File: src/rtl/fir_pkg.sv
// Shared types and sizing helpers for the FIR MAC sequencer.
package fir_pkg;

    typedef enum logic [1:0] {
        IDLE = 2'd0,
        MAC  = 2'd1,
        DONE = 2'd2
    } state_t;

    localparam int DEF_TAPS = 4;
    localparam int DEF_DW   = 4;

    // Sum of TAPS full-width signed products cannot overflow this width.
    function automatic int acc_width(input int dw, input int taps);
        return 2 * dw + $clog2(taps);
    endfunction

endpackage

File: src/rtl/fir_mac_sequencer_if.sv
// Sample stream, result stream and coefficient write port of the FIR sequencer.
interface fir_mac_sequencer_if
    import fir_pkg::*;
#(
    parameter int TAPS = DEF_TAPS,
    parameter int DW   = DEF_DW
);
    localparam int AW = $clog2(TAPS);

    logic [DW-1:0] in_data;
    logic          in_valid;
    logic          in_ready;
    logic [DW-1:0] out_data;
    logic          out_valid;
    logic          out_ready;
    logic          cfg_we;
    logic [AW-1:0] cfg_addr;
    logic [DW-1:0] cfg_data;

    modport master (
        output in_data, in_valid, out_ready, cfg_we, cfg_addr, cfg_data,
        input  in_ready, out_data, out_valid
    );

    modport slave (
        input  in_data, in_valid, out_ready, cfg_we, cfg_addr, cfg_data,
        output in_ready, out_data, out_valid
    );

endinterface

File: src/rtl/booth_mult.sv
// Combinational radix-2 Booth multiplier, signed DW x DW -> 2*DW.
// No latency, no flow control.
module booth_mult #(
    parameter int DW = 4
) (
    input  logic signed [DW-1:0]   a,
    input  logic signed [DW-1:0]   b,
    output logic signed [2*DW-1:0] p
);

    logic signed [2*DW-1:0] mcand;
    logic signed [2*DW-1:0] sum;
    logic                   prev;

    // Recode multiplier bit pairs: 01 adds, 10 subtracts the shifted multiplicand.
    always_comb begin
        mcand = {{DW{b[DW-1]}}, b};
        sum   = '0;
        prev  = 1'b0;
        for (int i = 0; i < DW; i++) begin
            case ({a[i], prev})
                2'b01:   sum = sum + (mcand <<< i);
                2'b10:   sum = sum - (mcand <<< i);
                default: sum = sum;
            endcase
            prev = a[i];
        end
    end

    assign p = sum;

endmodule

File: src/rtl/fir_mac_sequencer.sv
// Time-multiplexed FIR: one shared multiplier, one tap per cycle, result TAPS+1 cycles after accept.
// in_ready only in IDLE; the result holds in DONE until out_ready.
module fir_mac_sequencer
    import fir_pkg::*;
#(
    parameter int TAPS  = DEF_TAPS,
    parameter int DW    = DEF_DW,
    parameter int SHIFT = 0
) (
    input  logic              clk,
    input  logic              rst,
    fir_mac_sequencer_if.slave bus
);

    localparam int AW   = $clog2(TAPS);
    localparam int ACCW = acc_width(DW, TAPS);

    localparam logic signed [DW-1:0] MAX_VAL = {1'b0, {(DW-1){1'b1}}};
    localparam logic signed [DW-1:0] MIN_VAL = {1'b1, {(DW-1){1'b0}}};

    state_t state_q;
    state_t state_d;

    logic signed [DW-1:0]   x_q    [TAPS];
    logic signed [DW-1:0]   coef_q [TAPS];
    logic signed [ACCW-1:0] acc_q;
    logic [AW-1:0]          idx_q;
    logic [DW-1:0]          out_data_q;
    logic                   out_valid_q;

    logic in_ready_c;
    logic accept;
    logic cfg_en;
    logic mac_en;
    logic hs;
    logic last_tap;

    logic signed [2*DW-1:0] prod;
    logic signed [ACCW-1:0] acc_sum;
    logic signed [ACCW-1:0] shifted;
    logic [ACCW-DW:0]       hi;
    logic [DW-1:0]          sat_val;

    assign last_tap = (idx_q == AW'(TAPS - 1));

    always_ff @(posedge clk) begin
        if (rst) begin
            state_q <= IDLE;
        end else begin
            state_q <= state_d;
        end
    end

    always_comb begin
        state_d = state_q;
        case (state_q)
            IDLE:    if (bus.in_valid) state_d = MAC;
            MAC:     if (last_tap) state_d = DONE;
            DONE:    if (bus.out_ready) state_d = IDLE;
            default: state_d = IDLE;
        endcase
    end

    always_comb begin
        in_ready_c = 1'b0;
        accept     = 1'b0;
        cfg_en     = 1'b0;
        mac_en     = 1'b0;
        hs         = 1'b0;
        case (state_q)
            IDLE: begin
                in_ready_c = 1'b1;
                accept     = bus.in_valid;
                cfg_en     = bus.cfg_we;
            end
            MAC:     mac_en = 1'b1;
            DONE:    hs     = out_valid_q && bus.out_ready;
            default: ;
        endcase
    end

    booth_mult #(
        .DW (DW)
    ) u_mult (
        .a (coef_q[idx_q]),
        .b (x_q[idx_q]),
        .p (prod)
    );

    // The final tap's product is folded in combinationally so the result registers on the MAC->DONE edge.
    always_comb begin
        acc_sum = acc_q + {{(ACCW-2*DW){prod[2*DW-1]}}, prod};
        shifted = acc_sum >>> SHIFT;
        hi      = shifted[ACCW-1:DW-1];
        if ((&hi) || !(|hi)) begin
            sat_val = shifted[DW-1:0];
        end else if (shifted[ACCW-1]) begin
            sat_val = MIN_VAL;
        end else begin
            sat_val = MAX_VAL;
        end
    end

    always_ff @(posedge clk) begin
        if (rst) begin
            for (int i = 0; i < TAPS; i++) begin
                x_q[i]    <= '0;
                coef_q[i] <= '0;
            end
            acc_q       <= '0;
            idx_q       <= '0;
            out_data_q  <= '0;
            out_valid_q <= 1'b0;
        end else begin
            if (cfg_en) begin
                coef_q[bus.cfg_addr] <= bus.cfg_data;
            end
            if (accept) begin
                for (int i = TAPS - 1; i > 0; i--) begin
                    x_q[i] <= x_q[i-1];
                end
                x_q[0] <= bus.in_data;
                acc_q  <= '0;
                idx_q  <= '0;
            end
            if (mac_en) begin
                acc_q <= acc_sum;
                idx_q <= idx_q + AW'(1);
                if (last_tap) begin
                    out_data_q  <= sat_val;
                    out_valid_q <= 1'b1;
                end
            end
            if (hs) begin
                out_valid_q <= 1'b0;
            end
        end
    end

    assign bus.in_ready  = in_ready_c;
    assign bus.out_data  = out_data_q;
    assign bus.out_valid = out_valid_q;

endmodule

File: src/flat_wrapper.sv
// flat-port wrapper written by rule: the top's interface ports become plain ports
module fir_mac_sequencer_flat import fir_pkg::*;
#(
    parameter int TAPS  = DEF_TAPS,
    parameter int DW    = DEF_DW,
    parameter int SHIFT = 0
)
  (clk, rst, bus_in_data, bus_in_valid, bus_out_ready, bus_cfg_we, bus_cfg_addr, bus_cfg_data, bus_in_ready, bus_out_data, bus_out_valid);
  fir_mac_sequencer_if #(.TAPS(TAPS), .DW(DW)) bus_i ();
  input  logic clk;
  input  logic rst;
  input wire logic [$bits(bus_i.in_data)-1:0] bus_in_data;
  input wire logic [$bits(bus_i.in_valid)-1:0] bus_in_valid;
  input wire logic [$bits(bus_i.out_ready)-1:0] bus_out_ready;
  input wire logic [$bits(bus_i.cfg_we)-1:0] bus_cfg_we;
  input wire logic [$bits(bus_i.cfg_addr)-1:0] bus_cfg_addr;
  input wire logic [$bits(bus_i.cfg_data)-1:0] bus_cfg_data;
  output wire logic [$bits(bus_i.in_ready)-1:0] bus_in_ready;
  output wire logic [$bits(bus_i.out_data)-1:0] bus_out_data;
  output wire logic [$bits(bus_i.out_valid)-1:0] bus_out_valid;
  assign bus_i.in_data = bus_in_data;
  assign bus_i.in_valid = bus_in_valid;
  assign bus_i.out_ready = bus_out_ready;
  assign bus_i.cfg_we = bus_cfg_we;
  assign bus_i.cfg_addr = bus_cfg_addr;
  assign bus_i.cfg_data = bus_cfg_data;
  assign bus_in_ready = bus_i.in_ready;
  assign bus_out_data = bus_i.out_data;
  assign bus_out_valid = bus_i.out_valid;
  fir_mac_sequencer #(.TAPS(TAPS), .DW(DW), .SHIFT(SHIFT)) u_core (.clk(clk), .rst(rst), .bus(bus_i));
endmodule
File: config.mk
export PLATFORM = sky130hd
export DESIGN_NAME = fir_mac_sequencer_flat
export DESIGN_NICKNAME = d
export VERILOG_FILES = /design/src/rtl/fir_pkg.sv /design/src/rtl/fir_mac_sequencer_if.sv /design/src/rtl/booth_mult.sv /design/src/rtl/fir_mac_sequencer.sv /design/src/flat_wrapper.sv
export SDC_FILE = /design/constraint.sdc
export NUM_CORES = 1
export LEC_CHECK = 0
export CAP_MARGIN = 0
export CORE_ASPECT_RATIO = 1.2
export CORE_UTILIZATION = 57
export CTS_BUF_LIST = sky130_fd_sc_hd__clkbuf_2
export DETAILED_ROUTE_END_ITERATION = 6
export HOLD_SLACK_MARGIN = 0.03
export PLACE_DENSITY = 0.8
export REMOVE_ABC_BUFFERS = 1
export SLEW_MARGIN = 20
export SYNTH_ARGS = -nofsm -noshare
export SYNTH_HDL_FRONTEND = slang
export SYNTH_HIERARCHICAL = 1
export SYNTH_SLANG_ARGS = --single-unit
File: constraint.sdc
create_clock -name clk -period 7.6 [get_ports clk]
set_input_delay 0.76 -clock clk [delete_from_list [all_inputs] [get_ports clk]]
set_output_delay 0.76 -clock clk [all_outputs]
set_load 0.05 [all_outputs]
Word level (Yosys, flattened, before mapping)
Memory sizes are Yosys's and may differ from the RTL's. A register that Yosys moved wholly into a read port is not among the register bits.
Cells that the tools add are included.

word-level totals
  memory bits (writable) = 32
  word-level logic and storage cells = 81
  memories kept = 2
  register bits = 19

operators by class
  $add $sub $neg = 9
  bitwise operators = 4
  reduce and logical (&&, ||, !) cells = 11
  eq/ne operators = 12
  muxes and demuxes = 38

memory list
  memory         words  bits a word  read ports  clocked after memory_dff  wr ports  RTL line                 source
  u_core.coef_q  4      4            1           1                         4         fir_mac_sequencer.sv:25  logic signed [DW-1:0] coef_q [TAPS];
  u_core.x_q     4      4            4           1                         4         fir_mac_sequencer.sv:24  logic signed [DW-1:0] x_q [TAPS];

operators with widths
  kind                   number
  $pmux W8 S2            3
  $mux W4                7
  $mux W10               2
  $mux W2                10
  $mux W1                14
  $add A10 B10 Y10       1
  $eq A2 B2 Y1 const B   5
  $add A8 B5 Y8          1
  $add A8 B6 Y8          1
  $add A8 B7 Y8          1
  $eq A2 B1 Y1 const B   4
  $mux W8                1
  $sub A8 B5 Y8          1
  $sub A8 B6 Y8          1
  $sub A8 B7 Y8          1
  $reduce_and A7 Y1      1
  $reduce_or A7 Y1       1
  $pmux W2 S3            1
  $sub A1 B4 Y5 const A  1
  $ne A2 B2 Y1 const B   2
  $or A1 B1 Y1           4
  $reduce_or A4 Y1       1
  $reduce_and A3 Y1      1
  $add A2 B1 Y2 const B  1
  other kinds (8)        8

Longest topological paths before layout
Gate-level depths: netlist of the first run.

  word-level depth = 13
  gate-level depth with buffers = 35
  gate-level depth less buffers = 32

Modules after synthesis
Netlist of the first run, hierarchy kept.

modules (own cells, without submodules)
  module             times used  area an instance (µm²)  cells each
  fir_mac_sequencer  1           2758.9                  235
  booth_mult         1           1285.0                  175

Worst setup path before layout of the first run
No wires, ideal clock.

  path kind = reg-to-reg
  start = register with a tool-made name
  end = register u_core.acc_q[9]
  cell stages (with the launch flop) = 35
  data arrival time = 7.527 ns
  clock period less this slack = 7.601 ns
  path buffers = 3
  setup slack = -0.001 ns
  path through = dfxtp_1 > clkbuf_1 > mux4_2 > inv_2 > clkbuf_1 > ha_1 > clkbuf_1 > mux2_2 > inv_1 > ha_1 > nand2b_1 > a311o_1 > o21a_1 > xor2_1 > or3_1 > nand2_1 > ha_1 > a21o_1 > a21o_1 > nand3_1 > nor3b_1 > xnor2_1 > ha_1 > a21oi_1 > xor2_1 > nor2_1 > xnor2_1 > xnor2_1 > ha_1 > o21a_1 > o2111ai_1 > o22ai_2 > xnor2_1 > or4b_1 > a31oi_1

RTL lines
  element               RTL line                  source
  to (signal assigned)  fir_mac_sequencer.sv:127  acc_q <= acc_sum;
  to (decl)             fir_mac_sequencer.sv:26   logic signed [ACCW-1:0] acc_q;

==> results of run 1 <==
-- sequential cells by signal, summed over array words and instances (netlist names), named ones only --
name,cells
u_core/coef_q,16
u_core/x_q,16
u_core/acc_q,10
u_core/bus.out_data,4
u_core/idx_q,2
u_core/state_q,2
u_core/bus.out_valid,1
-- worst min-delay path: cells and delay by family, from the launching register on --
family,cells,cell delay [ns]
flops,1,0.39
compound gates,1,0.06
simple gates,1,0.06
-- metal layers --
metal	track usage (%)	vias to the layer above
met5	0	-
met4	5.303	0
met3	2.816	7
met2	41.88	57
met1	28.44	1492
li1	-	1541
-- logic make-up after synthesis --
group	synth area share [%]
simple gates	20.14
compound gates	18.29
flops	34.16
buf+inv	3.806
fa+ha+maj	9.715
xor+xnor	5.600
mux	8.292
-- stage by stage --
stage / hold WS (ns) / util, % / area (um2)
2_1_floorplan: 0.4610 / - / 3965
3_3_place_gp: 0.4535 / 63.13 / 4327
3_5_place_dp: 0.4684 / 63.13 / 4327
4_1_cts: 0.4961 / 63.98 / 4385
5_1_grt: 0.5226 / 64.38 / 4413
6_report: 0.4948 / 64.38 / 4413
-- path summary, 6_finish.rpt --
path                                               to  depth (start not counted)  slack, ns
setup / recovery  u_core/bus.out_data[0]$_SDFFE_PP0P_                         31       0.43
hold / removal    u_core/bus.out_data[3]$_SDFFE_PP0P_                          2       0.49
setup reg to reg  u_core/bus.out_data[0]$_SDFFE_PP0P_                         31       0.43
hold reg to reg   u_core/bus.out_data[3]$_SDFFE_PP0P_                          2       0.49
-- layout make-up --
type,instances,area share [%]
well taps,87,2.467
repair buffers,29,6.067
clock inverters,3,0.7655
inverters,20,1.701
clock buffers,5,0.5671
flip-flops and latches,53,31.41
multi-input cells,319,57.02
-- power by group through the flow --
| stage | sequential [uW] | clock (uW) | combinational [uW] |
|---|---|---|---|
| after floorplan | 352 | 0 | 850 |
| after global placement | 357 | 0 | 996 |
| after detailed placement | 358 | 0 | 1030 |
| after CTS | 352 | 126 | 1030 |
| after global routing | 356 | 134 | 1170 |
| final | 352 | 121 | 1070 |
-- synth_stat cells (5+ instances only) --
| library cell | number |
|---|---|
| sky130_fd_sc_hd__nor2_1 | 33 |
| sky130_fd_sc_hd__a21o_1 | 9 |
| sky130_fd_sc_hd__inv_1 | 19 |
| sky130_fd_sc_hd__o21ai_0 | 10 |
| sky130_fd_sc_hd__edfxtp_1 | 32 |
| sky130_fd_sc_hd__a21oi_1 | 25 |
| sky130_fd_sc_hd__xor2_1 | 5 |
| sky130_fd_sc_hd__o21a_1 | 5 |
| sky130_fd_sc_hd__mux2i_1 | 8 |
| sky130_fd_sc_hd__xnor2_1 | 19 |
| sky130_fd_sc_hd__nand2_1 | 15 |
| sky130_fd_sc_hd__a211oi_1 | 8 |
| sky130_fd_sc_hd__and2_1 | 35 |
| sky130_fd_sc_hd__ha_1 | 25 |
| sky130_fd_sc_hd__nand3_1 | 8 |
| sky130_fd_sc_hd__nor3_1 | 7 |
| sky130_fd_sc_hd__a22oi_1 | 8 |
| sky130_fd_sc_hd__nand2b_1 | 6 |
| sky130_fd_sc_hd__dfxtp_1 | 21 |
| sky130_fd_sc_hd__clkbuf_1 | 11 |
| sky130_fd_sc_hd__o21ai_1 | 6 |
| sky130_fd_sc_hd__mux4_2 | 8 |
| sky130_fd_sc_hd__nor2b_1 | 7 |
-- repair_timing --
item | 4_1_cts | 5_1_grt
buffers inserted | 0 | 2
hold endpoints to repair | 0 | 0
gates resized for setup | 0 | 4
endpoints found under the setup margin | 0 | 6
==> out/results.ini, run 1 <==
[sta]
setup_total_negative_slack_ns=0
final_min_period_over_clock_period_pct=94.38
hold_viol_final=0
setup_slack_ns=0.4270
final.min_clock_period_ns=7.173
setup_viol=0
maxSlewHeadroom_pct=28.80
timing.clock.skew_ns=0.04497
tightest_slew_ns=1.066
timing.final.max_slew_violations=0
max_freq_ghz=0.1394

[final_layout]
most-common-layout-cells=35 x sky130_fd_sc_hd__and2_1, 33 x sky130_fd_sc_hd__nor2_1, 32 x sky130_fd_sc_hd__edfxtp_1, 25 x sky130_fd_sc_hd__a21oi_1, 25 x sky130_fd_sc_hd__ha_1
seqCellArea_mm2=0.001386
number_of_diodes_added_for_antenna_fixing=0
layout.filler_cells=597
layout.cells.non_filler=516
final_nets=472
final_layout_size_suffix_gt1_share_pct=13.52
multi_input_area_mm2=0.002516
most_common_library_cell_in_the_layout_ignoring_fill_and_taps=sky130_fd_sc_hd__and2_1
area.growth.synth_to_final_pct=9.127

[logic_synthesis]
average_size_of_a_mapped_cell_um2=9.863
synth.lib_cells_used.distinct=71
ffs_latches_synth=53
warnings_synthesis=6
post_synth_design_cell_area_mm2=0.004044
netlist.top_cell.by_area=sky130_fd_sc_hd__edfxtp_1
synth_top_area_share_pct=23.76
async_reset_ff_share_pct=0
number_of_synthesized_flops_with_an_enable_pin=32
postSynth.topFlopCell=sky130_fd_sc_hd__edfxtp_1
netlist_instances=410
synthTopCellsByArea=sky130_fd_sc_hd__edfxtp_1 24%, sky130_fd_sc_hd__dfxtp_1 10%, sky130_fd_sc_hd__ha_1 7.7%
synth_sequential_area_ratio_pct=34.16

[setup_path]
critical_path.max_stage_delay_ns=0.60
crit_type=register to register
critPathBufInv=2
timing.critical_path.max_delay_family=compound AO/OA/AOI/OAI gates
critical_path_s_most_frequent_cell=sky130_fd_sc_hd__ha_1
cp_data_required_time_ns=7.98
worstPathArrival_ns=7.55
setup.worst_path.start_class=register
master_of_the_slowest_instance_on_the_critical_path=sky130_fd_sc_hd__mux4_2
crit_fanout=11
worst_setup_path_end_kind=register

[drt]
detail_route.drc_violations=0
drt_pre_antenna_iters=4
route.met2.wl_um=4198
wl_met1_um=3541
wl_per_cell_um=15.55
finalWirelength_um=8022
viasPerCell=6.002
final_antenna_net_count=0
route.vias.total=3097
detail_route.iter0.violations=242
met3_wirelength_um=201
maxUsedRoutingLayer=met4

[power]
swShare_pct=45.79
pwr-share-seq_pct=22.7
power.density_cell_area_mw_per_mm2=350.4
cellInternalPower_uw=838.3
post_layout_power_uw=1546
power.leakage_uw=0.001748
power.combinational.fraction_pct=69.4
p_clk_share_pct=7.8
net-switching-power_uw=708.2
ir_drop_mv=0.3070

[clocking]
clock_tree_from_tritoncts=done
root_buffer=sky130_fd_sc_hd__clkbuf_2
clkTransAtPathRegs_ns=0.30
holdBufCountCts=0
cts-buffers-inserted=5
source_to_sink_clock_delay_at_the_later_pin_of_the_worst_skew_pair_ns=0.45
tritoncts_num_sinks=53
clock_buffer_depth=2
ctsHtreeMaxLevel=2

[die]
row_count=33
core_area_mm2=0.006854
dieHeight_um=94.27
die_area_mm2=0.007437
floorplan.die.width_um=78.89
start_util_pct=59.00
design.portCount=21

[global_routing]
grt_usage_pct=22.88
first_global_vias=2878
gr-total-overflow=0
grt_max_degree=30
grt_antenna_before_repair=0
grt_pass1_wl_um=13330

[place]
portBuffers=20
detailedPlacementHpwl_um=6341
placedCellCount=506
pre_cts_slack_ns=0.2448
gp_congestion=0.9067

[min_path]
min-delay-start=u_core/bus.out_data[3]$_SDFFE_PP0P_
hp-class=register to register

[flow_run]
maxCapViolations=0

[outcome]
status=completed

Note: power is estimated with default switching activity, not from simulation.
==> run 2, diff against run 1 <==
Settings changed: CAP_MARGIN 0 to 10.
==> results of run 2 <==
No change in the layout: final DEF, timing and power equal those of run 1.
